$ cat config.mk
export PLATFORM = sky130hd
export DESIGN_NAME = aes_round_ctrl
export DESIGN_NICKNAME = d
export VERILOG_FILES = /design/src/rtl/aes_round_ctrl.sv
export SDC_FILE = /design/constraint.sdc
export NUM_CORES = 1
export LEC_CHECK = 0
export ABC_AREA = 1
export CAP_MARGIN = 25
export CORE_UTILIZATION = 42
export DETAILED_ROUTE_END_ITERATION = 8
export PLACE_DENSITY_LB_ADDON = 0.12
export SETUP_SLACK_MARGIN = 0.2
export SKIP_LAST_GASP = 1
export SYNTH_ARGS = -nofsm -noshare
export SYNTH_HDL_FRONTEND = slang
export SYNTH_SLANG_ARGS = --single-unit
$ cat constraint.sdc
create_clock -name clk -period 1.8 [get_ports clk]
set_input_delay 0.45 -clock clk [delete_from_list [all_inputs] [get_ports clk]]
set_output_delay 0.45 -clock clk [all_outputs]
set_load 0.01 [all_outputs]
$ cat src/rtl/aes_round_ctrl.sv
// Round sequencer for the masked AES-128 datapath; accept -> out_valid in 1+(NROUNDS+1)*LATENCY cycles (1+NROUNDS*LATENCY without cleaning).
// Backpressure: in_ready only in IDLE; DONE holds out_valid until out_ready. `AES_CTRL_CLEAN_EN enables the cleaning pass.
module aes_round_ctrl #(
   parameter int LATENCY = 4,
   parameter int NROUNDS = 10
) (
   input  logic       clk,
   input  logic       rst_n,
   input  logic       in_valid,
   output logic       in_ready,
   output logic       out_valid,
   input  logic       out_ready,
   output logic       load_init,
   output logic       en_state,
   output logic [7:0] rcon,
   output logic       last_round,
   output logic       cleaning_on,
   output logic       rnd_valid,
   output logic [3:0] round_idx,
   output logic       busy
);

   localparam int LCW = (LATENCY > 1) ? $clog2(LATENCY) : 1;

   typedef enum logic [1:0] {
      IDLE  = 2'd0,
      ROUND = 2'd1,
      CLEAN = 2'd2,
      DONE  = 2'd3
   } state_t;

   state_t           state, state_nxt;
   logic [3:0]       round_nxt;
   logic [LCW-1:0]   lat_cnt, lat_nxt;
   logic             lat_last;
   logic             round_last;

   assign lat_last   = (lat_cnt == LCW'(LATENCY - 1));
   assign round_last = (round_idx == 4'(NROUNDS));

   function automatic logic [7:0] rcon_lut(input logic [3:0] idx);
      case (idx)
         4'd1:    rcon_lut = 8'h01;
         4'd2:    rcon_lut = 8'h02;
         4'd3:    rcon_lut = 8'h04;
         4'd4:    rcon_lut = 8'h08;
         4'd5:    rcon_lut = 8'h10;
         4'd6:    rcon_lut = 8'h20;
         4'd7:    rcon_lut = 8'h40;
         4'd8:    rcon_lut = 8'h80;
         4'd9:    rcon_lut = 8'h1B;
         4'd10:   rcon_lut = 8'h36;
         default: rcon_lut = 8'h00;
      endcase
   endfunction

   always_ff @(posedge clk or negedge rst_n) begin
      if (!rst_n) begin
         state     <= IDLE;
         round_idx <= 4'd0;
         lat_cnt   <= '0;
      end else begin
         state     <= state_nxt;
         round_idx <= round_nxt;
         lat_cnt   <= lat_nxt;
      end
   end

   always_comb begin
      state_nxt = state;
      round_nxt = round_idx;
      lat_nxt   = lat_cnt;
      case (state)
         IDLE: begin
            if (in_valid) begin
               state_nxt = ROUND;
               round_nxt = 4'd1;
               lat_nxt   = '0;
            end
         end
         ROUND: begin
            if (lat_last) begin
               lat_nxt = '0;
               if (round_last) begin
                  round_nxt = 4'd0;
`ifdef AES_CTRL_CLEAN_EN
                  state_nxt = CLEAN;
`else
                  state_nxt = DONE;
`endif
               end else begin
                  round_nxt = round_idx + 4'd1;
               end
            end else begin
               lat_nxt = lat_cnt + 1'b1;
            end
         end
`ifdef AES_CTRL_CLEAN_EN
         // Flush the key-schedule pipeline with zero key for one full round depth.
         CLEAN: begin
            if (lat_last) begin
               state_nxt = DONE;
               lat_nxt   = '0;
            end else begin
               lat_nxt = lat_cnt + 1'b1;
            end
         end
`endif
         DONE: begin
            if (out_ready) state_nxt = IDLE;
         end
         default: state_nxt = IDLE;
      endcase
   end

   always_comb begin
      in_ready    = 1'b0;
      out_valid   = 1'b0;
      load_init   = 1'b0;
      en_state    = 1'b0;
      rcon        = 8'h00;
      last_round  = 1'b0;
      cleaning_on = 1'b0;
      rnd_valid   = 1'b0;
      busy        = 1'b0;
      case (state)
         IDLE: begin
            in_ready  = 1'b1;
            load_init = in_valid;
            en_state  = in_valid;
         end
         ROUND: begin
            busy       = 1'b1;
            rnd_valid  = 1'b1;
            rcon       = rcon_lut(round_idx);
            last_round = round_last;
            en_state   = lat_last;
         end
`ifdef AES_CTRL_CLEAN_EN
         CLEAN: begin
            busy        = 1'b1;
            rnd_valid   = 1'b1;
            cleaning_on = 1'b1;
         end
`endif
         DONE: begin
            busy      = 1'b1;
            out_valid = 1'b1;
         end
         default: ;
      endcase
   end

endmodule
# --- Word-level counts from Yosys, hierarchy flattened ---
# Memories as Yosys holds them, arrays and structs flattened.
# Cells that the tools add are included.
totals:
  reg_bits: 8
  mem_bits_ro: 128
  inputBits: 4
  memories: 1
memory_table:
  columns: ["memory", "depth", "word_bits", "read_ports", "rd_ports_with_merged_regs", "wr", "line_no", "rtl"]
  rows:
  - ["(no name shown)", 16, 8, 1, 0, 0, "42", "case (idx)"]
op_classes:
  add_sub_neg: 2
  eq_ne: 8
  mux: 20
  reduce_logical: 6
op_table:
  columns: ["op", "n"]
  rows:
  - ["$mux 2", 6]
  - ["$mux 4", 3]
  - ["$mux 8", 1]
  - ["$ne 2x2->1 const B", 4]
  - ["$pmux 4 s2", 1]
  - ["$mux 1", 6]
  - ["$pmux 2 s3", 1]
  - ["$add 4x1->4 const B", 1]
  - ["$eq 2x2->1 const B", 2]
  - ["$eq 4x4->1 const B", 1]
  - ["$pmux 2 s2", 1]
  - ["$reduce_and 4->1", 1]
  - ["$reduce_and 3->1", 1]
  - ["$add 2x1->2 const B", 1]
  - ["$eq 2x1->1 const B", 1]
  - ["$logic_not 2->1", 1]
  - ["$pmux 1 s2", 1]
  - ["$reduce_and 2->1", 1]
  - ["$reduce_bool 2->1", 1]
  - ["$reduce_or 2->1", 1]

# --- Logic depth before layout (Yosys ltp) ---
depth:
  depth_word: 4
  ltp_mapped: 7
  ltp_nobuf: 7

# --- Worst setup path before layout ---
# Ideal clock, no wire load.
synth_path:
  path_type: "register to output"
  start: "register round_idx[0]"
  end: "output port rcon[1]"
  arrival_ns: 1.146
  slack_ns: 0.204
  stages_incl_launch_ff: 5
  n_path_buf: 0
  cell_sequence: "dfrtp_1 -> inv_1 -> ha_1 -> a31oi_1 -> nor2_1"
synth_between:
  elab_chain_len: 2
synth_lines:
  columns: ["element", "line_no", "rtl"]
  rows:
  - ["start, declared", "19", "output logic [3:0] round_idx,"]
  - ["start signal, assigned", "64", "round_idx <= round_nxt;"]
  - ["$mem_v2 16x8", null, null]
  - ["$mux 8", "126", "case (state)"]
  - ["end, declared", "15", "output logic [7:0] rcon,"]
# Every way passes these cells.

# --- Worst setup path in the final report ---
layout_path:
  start: "register round_idx[1]"
  end: "output port rcon[4]"
# Same word-level chain as after synthesis.

==> impl_metrics.tcl <==
set metrics [dict create \
    status "finished, violations left" \
    failed_checks "negative setup slack" \
    post_layout_nonfiller_instances 163 \
    fin_crit_sh_pct 108 \
    synthArstFlopShare_pct 100 \
    syn2layout_area_growth_pct 101 \
    cts_buffers 3 \
    drv_cap 0 \
    die_y_um 41.1 \
    fin_skew_ns 0.0115 \
    layout_common_cells "buf_4, nand2_1, buf_6" \
    end_kind "output pin" \
    final-max-slew-violation-count 0 \
    power-per-cell-area_mw_per_mm2 1750 \
    clk_latency_ns 0.27 \
    firstDrtPassIters 7 \
    die_w_um 41.1 \
    p_leak_nw 0.652 \
    rr_worst_depth 8 \
    top_level_ports 24 \
    rows 13 \
    grt-ovfl-total 0 \
    worst-endpoint-required_ns 1.35 \
    grt_first_pass_wirelength_um 3330 \
    setup_violations 8 \
    critPathMaxFanout 3 \
    clk_pin_slew_worst_paths_ns 0.06 \
    critPathKind "flip-flop to output pin" \
    ys.flop_type "dfrtp_1" \
    die_area_sq_mm 0.00169 \
    wl_um 3120 \
    ys_seq_elements 8 \
    grt_pass1_vias 763 \
    rsz0062_at_grt "yes" \
    synth_cells 93 \
    drive_gt1_share_pct 58.8 \
    synth_top_area_share_pct 31.3 \
    startpoint_type "flip-flop" \
    synth_fp_nets 104 \
    timing.reg2reg.setup_slack_ns 0.20 \
    coreArea_sq_mm 0.00137 \
    port_buffers 22 \
    grt_max_degree 9 \
    synth-edff-count 0 \
    cp.arrival_ns 1.49 \
    vias 941 \
    drtIter0Drc 56 \
    avgSynthCellArea_sq_um 6.89 \
    antenna_found_initial 0 \
    final_common_cell "buf_4" \
    start_util_pct 46.9 \
    synth_area_leader_cell "dfrtp_1" \
    clock.fmax_mhz 516 \
    cts.sinks 8 \
    cts_tree "built" \
    layout.nets 161 \
    reg2reg_from "round_idx[0]$_DFFE_PN0P_" \
    period_needed_ns 1.94 \
    cts_buffer_depth 2 \
    syn_area_sq_um 641 \
    synth_seq_area_share_pct 31.3 \
    yosysWarnings 0 \
    worst_slack_ns -0.139 \
    vias_per_cell 5.77 \
    ant_nets 0 \
    grt_usage_pct 32.0 \
    root_buffer "clkbuf_4" \
    place_hpwl_um 1370 \
    ir_drop_v 0.00131 \
    hold_class "input port to asynchronous set/reset pin" \
    diodes 0 \
    whs_ns 0.468 \
    hold_viol_final 0 \
    wl_per_cell_um 19.1 \
    synth_area_leaders "dfrtp_1, nand2_1, ha_1" \
    route.detailed.drc 0 \
    fill_cells 42 \
    worstReg2RegEnd "state[0]$_DFFE_PN0P_" \
    place_inst 151 \
    gp_congestion 0.776 \
    synth.distinct_cells 20 \
    cts_max_level 1 \
]
[cells by family (layout without fill, tap and decap cells)]
family          Yosys count  in the layout  share of synthesized area (%)
other cells               1              1                          0.585
flops                     8              8                           31.2
buf+inv                  16             71                           10.2
fa+ha+maj                 7              7                           13.7
simple gates             47             47                           30.7
compound gates           14             14                           13.7
[timing repair]
item / 4_1_cts / 5_1_grt
buffers inserted: 8 / 1
resized for setup: 104 / 29
pin swaps: 11 / 12
hold buffers: 0 / 0
endpoints found under the hold margin: 0 / 0
endpoints found under the setup margin: 19 / 16
[report_power, final]
part           total, mW  leakage [nW]  internal (mW)  switching [mW]
clock network      0.143        0.0138         0.0766          0.0662
registers          0.321        0.0977          0.250          0.0716
logic               1.79         0.541          0.865           0.922
total               2.25         0.652           1.19            1.06
[metrics by stage]
stage	utilization [%]	power (mW)	setup TNS [ns]	area [sq um]	setup slack, ns
after CTS	87.7	1.91	-0.118	1200	-0.0365
after detailed placement	76.4	1.52	-2.39	1040	-0.313
final	94.1	2.25	-0.653	1290	-0.139
after global placement	76.4	1.49	-2.12	1040	-0.312
after global routing	94.1	2.35	-1.11	1290	-0.188
after floorplan	-	0.849	0	641	0.204
[how the worst max path moves through the flow]
stage                     cells past startpoint                      from        to
after global routing                          7  round_idx[0]$_DFFE_PN0P_   rcon[5]
after detailed placement                      4                  in_valid  en_state
after global placement                        4                  in_valid  en_state
after CTS                                     6  round_idx[0]$_DFFE_PN0P_   rcon[2]
final                                         5  round_idx[1]$_DFFE_PN0P_   rcon[4]
after floorplan                               4  round_idx[0]$_DFFE_PN0P_   rcon[1]
[worst max-delay path: stages (launching register included)]
cell     delay, ns
dfrtp_1       0.42
inv_2         0.11
ha_4          0.30
a31oi_4       0.09
nor2_1        0.15
buf_2         0.15
[area by class of cell]
cell class                      instances  area, sq um  area share, %
Multi-Input combinational cell         69          537           41.7
Timing Repair Buffer                   55          452           35.1
Sequential cell                         8          203           15.8
Inverter                               13         53.8           4.18
Clock buffer                            3         22.5           1.75
Tap cell                               15         18.8           1.46
[Yosys cell counts, drive strengths merged (2+ instances only)]
| library cell | number |
|---|---|
| inv | 13 |
| buf | 2 |
| ha | 7 |
| nor2 | 16 |
| dfrtp | 8 |
| nand3 | 5 |
| a21oi | 5 |
| nand2 | 24 |
| o21ai | 6 |
[flip-flops by register name, summed over array words and instances, names as in the netlist]
name	count
round_idx	4
lat_cnt	2
state	2
[metal layers]
metal | routed length [um] | GRT usage, %
met5 | 0 | 0
met4 | 135 | 16.7
met3 | 253 | 9.78
met2 | 1540 | 53.9
met1 | 1190 | 35.7
Power figures use the tool's default switching activity.
